<file path="src/rtl/apb_mem_arbiter_if.sv">
// Bundle of both requester front-ends and the memory-side access port.
// Slave modport is the arbiter's view; master modport is the surrounding fabric.
interface apb_mem_arbiter_if #(
    parameter int ADDR_WIDTH = 8,
    parameter int BE_WIDTH   = 4,
    parameter int DATA_WIDTH = 32
);
    logic                  req0;
    logic                  req1;
    logic                  we0;
    logic                  we1;
    logic [ADDR_WIDTH-1:0] addr0;
    logic [ADDR_WIDTH-1:0] addr1;
    logic [BE_WIDTH-1:0]   be0;
    logic [BE_WIDTH-1:0]   be1;
    logic [DATA_WIDTH-1:0] wdata0;
    logic [DATA_WIDTH-1:0] wdata1;
    logic                  ack0;
    logic                  ack1;
    logic [DATA_WIDTH-1:0] rdata0;
    logic [DATA_WIDTH-1:0] rdata1;
    logic                  mem_wr;
    logic                  mem_rd;
    logic [BE_WIDTH-1:0]   mem_be;
    logic [ADDR_WIDTH-1:0] mem_address;
    logic [DATA_WIDTH-1:0] mem_data_in;
    logic [DATA_WIDTH-1:0] mem_data_out;

    modport slave (
        input  req0, req1, we0, we1, addr0, addr1,
        input  be0, be1, wdata0, wdata1,
        output ack0, ack1, rdata0, rdata1,
        output mem_wr, mem_rd, mem_be, mem_address, mem_data_in,
        input  mem_data_out
    );

    modport master (
        output req0, req1, we0, we1, addr0, addr1,
        output be0, be1, wdata0, wdata1,
        input  ack0, ack1, rdata0, rdata1,
        input  mem_wr, mem_rd, mem_be, mem_address, mem_data_in,
        output mem_data_out
    );
endinterface

</file>
<file path="src/rtl/apb_mem_arbiter.sv">
// Two-port round-robin arbiter and single-strobe access sequencer
// in front of a byte-enabled, registered-read word memory.
module apb_mem_arbiter #(
    parameter int ADDR_WIDTH = 8,
    parameter int BE_WIDTH   = 4,
    parameter int DATA_WIDTH = 32
) (
    input logic             clk,
    input logic             rst,
    apb_mem_arbiter_if.slave bus
);

    typedef enum logic [1:0] {
        IDLE,
        ACCESS,
        WAIT,
        RESP
    } state_t;

    state_t                state;
    state_t                state_n;
    logic                  load;
    logic                  sel;
    logic                  rr_last;
    logic                  win;
    logic                  l_we;
    logic [ADDR_WIDTH-1:0] l_addr;
    logic [BE_WIDTH-1:0]   l_be;
    logic [DATA_WIDTH-1:0] l_wdata;
    logic [DATA_WIDTH-1:0] rdata0_q;
    logic [DATA_WIDTH-1:0] rdata1_q;

    always_ff @(posedge clk) begin
        if (rst) begin
            state <= IDLE;
        end else begin
            state <= state_n;
        end
    end

    // RESP re-arbitrates with the just-acked port excluded, so the other
    // port can chain straight into ACCESS.
    always_comb begin
        state_n = state;
        load    = 1'b0;
        sel     = 1'b0;
        unique case (state)
            IDLE: begin
                if (bus.req0 || bus.req1) begin
                    load    = 1'b1;
                    state_n = ACCESS;
                    if (bus.req0 && bus.req1) begin
                        sel = ~rr_last;
                    end else begin
                        sel = bus.req1;
                    end
                end
            end
            ACCESS: state_n = WAIT;
            WAIT:   state_n = RESP;
            RESP: begin
                sel = ~win;
                if (win ? bus.req0 : bus.req1) begin
                    load    = 1'b1;
                    state_n = ACCESS;
                end else begin
                    state_n = IDLE;
                end
            end
            default: state_n = IDLE;
        endcase
    end

    always_ff @(posedge clk) begin
        if (rst) begin
            rr_last  <= 1'b1;
            win      <= 1'b0;
            l_we     <= 1'b0;
            l_addr   <= '0;
            l_be     <= '0;
            l_wdata  <= '0;
            rdata0_q <= '0;
            rdata1_q <= '0;
        end else begin
            if (load) begin
                win     <= sel;
                l_we    <= sel ? bus.we1    : bus.we0;
                l_addr  <= sel ? bus.addr1  : bus.addr0;
                l_be    <= sel ? bus.be1    : bus.be0;
                l_wdata <= sel ? bus.wdata1 : bus.wdata0;
            end
            if (state == RESP) begin
                rr_last <= win;
            end
            // Memory read data is registered: it is valid during WAIT.
            if (state == WAIT && !l_we) begin
                if (win) begin
                    rdata1_q <= bus.mem_data_out;
                end else begin
                    rdata0_q <= bus.mem_data_out;
                end
            end
        end
    end

    assign bus.mem_wr      = (state == ACCESS) && l_we;
    assign bus.mem_rd      = (state == ACCESS) && !l_we;
    assign bus.mem_be      = (state == ACCESS) ? l_be : '0;
    assign bus.mem_address = (state == ACCESS) ? l_addr : '0;
    assign bus.mem_data_in = ((state == ACCESS) && l_we) ? l_wdata : '0;
    assign bus.ack0        = (state == RESP) && !win;
    assign bus.ack1        = (state == RESP) && win;
    assign bus.rdata0      = rdata0_q;
    assign bus.rdata1      = rdata1_q;

endmodule

</file>
<file path="src/flat_wrapper.sv">
// flat-port wrapper written by rule: the top's interface ports become plain ports
module apb_mem_arbiter_flat 
#(
    parameter int ADDR_WIDTH = 8,
    parameter int BE_WIDTH   = 4,
    parameter int DATA_WIDTH = 32
)
  (clk, rst, bus_req0, bus_req1, bus_we0, bus_we1, bus_addr0, bus_addr1, bus_be0, bus_be1, bus_wdata0, bus_wdata1, bus_ack0, bus_ack1, bus_rdata0, bus_rdata1, bus_mem_wr, bus_mem_rd, bus_mem_be, bus_mem_address, bus_mem_data_in, bus_mem_data_out);
  apb_mem_arbiter_if #(.ADDR_WIDTH(ADDR_WIDTH), .BE_WIDTH(BE_WIDTH), .DATA_WIDTH(DATA_WIDTH)) bus_i ();
  input logic clk;
  input logic rst;
  input wire logic [$bits(bus_i.req0)-1:0] bus_req0;
  input wire logic [$bits(bus_i.req1)-1:0] bus_req1;
  input wire logic [$bits(bus_i.we0)-1:0] bus_we0;
  input wire logic [$bits(bus_i.we1)-1:0] bus_we1;
  input wire logic [$bits(bus_i.addr0)-1:0] bus_addr0;
  input wire logic [$bits(bus_i.addr1)-1:0] bus_addr1;
  input wire logic [$bits(bus_i.be0)-1:0] bus_be0;
  input wire logic [$bits(bus_i.be1)-1:0] bus_be1;
  input wire logic [$bits(bus_i.wdata0)-1:0] bus_wdata0;
  input wire logic [$bits(bus_i.wdata1)-1:0] bus_wdata1;
  output wire logic [$bits(bus_i.ack0)-1:0] bus_ack0;
  output wire logic [$bits(bus_i.ack1)-1:0] bus_ack1;
  output wire logic [$bits(bus_i.rdata0)-1:0] bus_rdata0;
  output wire logic [$bits(bus_i.rdata1)-1:0] bus_rdata1;
  output wire logic [$bits(bus_i.mem_wr)-1:0] bus_mem_wr;
  output wire logic [$bits(bus_i.mem_rd)-1:0] bus_mem_rd;
  output wire logic [$bits(bus_i.mem_be)-1:0] bus_mem_be;
  output wire logic [$bits(bus_i.mem_address)-1:0] bus_mem_address;
  output wire logic [$bits(bus_i.mem_data_in)-1:0] bus_mem_data_in;
  input wire logic [$bits(bus_i.mem_data_out)-1:0] bus_mem_data_out;
  assign bus_i.req0 = bus_req0;
  assign bus_i.req1 = bus_req1;
  assign bus_i.we0 = bus_we0;
  assign bus_i.we1 = bus_we1;
  assign bus_i.addr0 = bus_addr0;
  assign bus_i.addr1 = bus_addr1;
  assign bus_i.be0 = bus_be0;
  assign bus_i.be1 = bus_be1;
  assign bus_i.wdata0 = bus_wdata0;
  assign bus_i.wdata1 = bus_wdata1;
  assign bus_ack0 = bus_i.ack0;
  assign bus_ack1 = bus_i.ack1;
  assign bus_rdata0 = bus_i.rdata0;
  assign bus_rdata1 = bus_i.rdata1;
  assign bus_mem_wr = bus_i.mem_wr;
  assign bus_mem_rd = bus_i.mem_rd;
  assign bus_mem_be = bus_i.mem_be;
  assign bus_mem_address = bus_i.mem_address;
  assign bus_mem_data_in = bus_i.mem_data_in;
  assign bus_i.mem_data_out = bus_mem_data_out;
  apb_mem_arbiter #(.ADDR_WIDTH(ADDR_WIDTH), .BE_WIDTH(BE_WIDTH), .DATA_WIDTH(DATA_WIDTH)) u_core (.clk(clk), .rst(rst), .bus(bus_i));
endmodule
</file>
<file path="config.mk">
export PLATFORM = sky130hd
export DESIGN_NAME = apb_mem_arbiter_flat
export DESIGN_NICKNAME = d
export VERILOG_FILES = /design/src/rtl/apb_mem_arbiter_if.sv /design/src/rtl/apb_mem_arbiter.sv /design/src/flat_wrapper.sv
export SDC_FILE = /design/constraint.sdc
export NUM_CORES = 1
export LEC_CHECK = 0
export BUFFER_PORTS_ARGS = -buffer_cell sky130_fd_sc_hd__buf_2
export CAP_MARGIN = 15
export CORE_ASPECT_RATIO = 1.2
export CORE_MARGIN = 5
export CORE_UTILIZATION = 45
export CTS_CLUSTER_SIZE = 16
export DETAILED_ROUTE_END_ITERATION = 16
export GPL_TIMING_DRIVEN = 0
export PLACE_DENSITY = 0.79
export SKIP_CTS_REPAIR_TIMING = 1
export SLEW_MARGIN = 20
export SYNTH_ARGS = -nofsm -noshare
export SYNTH_HDL_FRONTEND = slang
export SYNTH_SLANG_ARGS = --single-unit
export TNS_END_PERCENT = 1
</file>
<file path="constraint.sdc">
create_clock -name clk -period 3.7 [get_ports clk]
set_input_delay 0.37 -clock clk [delete_from_list [all_inputs] [get_ports clk]]
set_output_delay 0.37 -clock clk [all_outputs]
set_load 0.005 [all_outputs]
</file>
==> metrics.csv <==
stage,metric,value,unit
critical_path,crit_fanout,10,
sta,slew_viol_final,0,
final_layout,fillCellCount,1009,
hold_path,whs_path_depth,3,
final_layout,num-nets-final,1007,
yosys,ys_seq_area_frac,0.465,
cts,cts_buffers,17,
yosys,yosysUniqueCellTypes,30,
global_route,grt_pass1_wl,24500,um
yosys,syn_nets,752,
critical_path,worstSetupPathType,reg2out,
final_layout,stdcell_count,1018,
job,max-cap-violations,0,
sta,clock_skew,0.0105,ns
sta,fin_setup_tns,0,ns
yosys,synthCells,621,
floorplan,start_util,0.460,
sta,fin_hold_ws,0.215,ns
placement,place.gp.congestion,0.865,
yosys,synth_seq_cells,113,
routing,vias_per_cell,5.16,
final_layout,multi_input_area,2300,um2
placement,place_inst,986,
yosys,synth_area_leaders,"dfxtp_1 (47%), nand2_1 (17%), a311oi_1 (7.7%)",
yosys,synth_edf_count,0,
sta,fmax,0.407,GHz
sta,post-route-period-util,0.663,
status,outcome,"complete, no violations",
critical_path,reg2reg_depth,6,
cts,insertion_delay,0.40,ns
cts,cts_root_buf,clkbuf_16,
global_route,grt.total_usage,0.233,
sta,hold_viol,0,
placement,portBuffers,236,
final_layout,syn2layout_area_growth,39.4,%
yosys,yosysTopAreaCellShare,0.465,
routing,ant_nets,0,
yosys,yosys_warnings,0,
routing,dr.pass1.iters,4,
global_route,grt_max_degree,17,
power_and_ir_drop,peakVddDrop,454,uV
yosys,yosysMostFrequentCell,nand2_1,
cts,cts_tree,done,
critical_path,required,3.33,ns
routing,wl,15700,um
critical_path,critPathLaunchType,flop,
cts,cts.sinks,113,
yosys,yosysTopAreaCell,dfxtp_1,
global_route,overflow,0,
sta,rsz0062_at_grt,no,
sta,max_slew_margin,0.585,
global_route,antenna_found_initial,0,
final_layout,drive_gt1_frac,0.328,
final_layout,register_area,2260,um2
yosys,yosys-top-cells-count,"nand2_1 (219), dfxtp_1 (113), a21oi_1 (64), nor3_1 (46), a311oi_1 (43)",
floorplan,coreArea,10600,um2
sta,setup_viol,0,
floorplan,ios,238,
cts,clockBufferDepth,2,
yosys,async_flop_share,0,
placement,dp_hpwl,11900,um
floorplan,die_h,124,um
routing,drc,0,
hold_path,hold_path_class,in2reg,
yosys,syn_area,4860,um2
critical_path,arrival,2.08,ns
sta,tightest_slew,0.623,ns
sta,min_period,2.45,ns
yosys,synth-main-ff-cell,dfxtp_1,
routing,dr_total_vias,5254,
power_and_ir_drop,power_density,761,nW/um2
final_layout,final_util,0.641,
power_and_ir_drop,p_leak,3.25,nW
floorplan,fp.dieW,105,um
final_layout,n_antenna_cell,0,
cts,htreeDepth,4,
yosys,avgSynthCellArea,7.83,um2
floorplan,die_area,13000,um2
routing,drtIter0Drc,207,
critical_path,end_kind,output pin,
power_and_ir_drop,power.total,5.16,mW
floorplan,num_rows,41,
cts,clkTransAtPathRegs,0.05,ns
routing,routedWlPerCell,15.4,um
global_route,grt_pass1_vias,5169,
layout by cell type (no fill, tap or decap), types with 2 or more instances in the layout:
master     Yosys  final
dfxtp_1      113    113
bufinv_16      0      2
nand2_1      219    219
clkinv_4       0      2
a311oi_1      43     43
ha_1           5      5
clkinv_2       0      5
inv_1          4      4
a311oi_2       2      2
and2_1        14     14
a211oi_1       2      2
a21oi_1       64     64
nor3_1        46     46
o211a_1        2      2
nor3b_1        2      2
buf_6          5      5
clkbuf_8       0      2
buf_2         14    250
and3_1        32     32
clkbuf_16      0     17
clkbuf_1      40     43
power breakdown:
group	total, mW	switching (mW)	internal [mW]
clock	1.57	0.551	1.02
combinational	1.96	1.17	0.792
sequential	1.62	0.128	1.49
total	5.16	1.85	3.30
metrics by stage:
stage	setup slack [ns]	cell area (um2)
2_1_floorplan	2.02	4860
3_3_place_gp	1.58	6200
3_5_place_dp	1.59	6200
4_1_cts	1.24	6780
5_1_grt	1.04	6780
6_report	1.25	6780
critical path: stages, from the launching register on:
cell and delay, ns:
dfxtp_1 0.34, inv_1 0.11, ha_1 0.15, clkbuf_1 0.36
clkbuf_1 0.33, and3_1 0.26, buf_2 0.13
state kept, by name, summed over array words and instances, names as in the netlist:
name               count
u_core.l_addr          8
u_core.bus.rdata0     32
u_core.l_wdata        32
u_core.l_we            1
u_core.rr_last         1
u_core.bus.rdata1     32
u_core.l_be            4
u_core.win             1
u_core.state           2
cell families after synthesis:
| kind of cell | share of synthesized area |
|---|---|
| simple gates | 0.289 |
| compound gates | 0.167 |
| flops | 0.465 |
| buf+inv | 0.0615 |
| fa+ha+maj | 0.0129 |
| mux | 0.00438 |
routing by layer:
layer,part of all wire,vias to the layer above,track usage,routed length (um)
li1,-,2639,-,-
met5,0,-,0,0
met1,0.39,2369,0.254,6040
met2,0.50,223,0.423,7900
met3,0.096,23,0.0876,1500
met4,0.015,0,0.0703,242
final timing paths:
path	start	to	slack [ns]
hold reg to reg	u_core.bus.rdata1[22]	u_core.bus.rdata1[22]	0.45
setup / recovery	u_core.state[1]	bus_mem_data_in[25]	1.25
setup reg to reg	u_core.state[0]	u_core.l_we	1.57
hold / removal	bus_mem_data_out[18]	u_core.bus.rdata0[18]	0.21
area by class of cell:
cell class	count	area share
clock buffer	22	0.0685
buffer	60	0.0419
tap	129	0.0238
sequential	113	0.334
multi-input combinational	444	0.339
inverter	4	0.00222
timing repair buffer	236	0.174
clock inverter	10	0.0162
No activity file was read; power rests on OpenSTA's default activity.
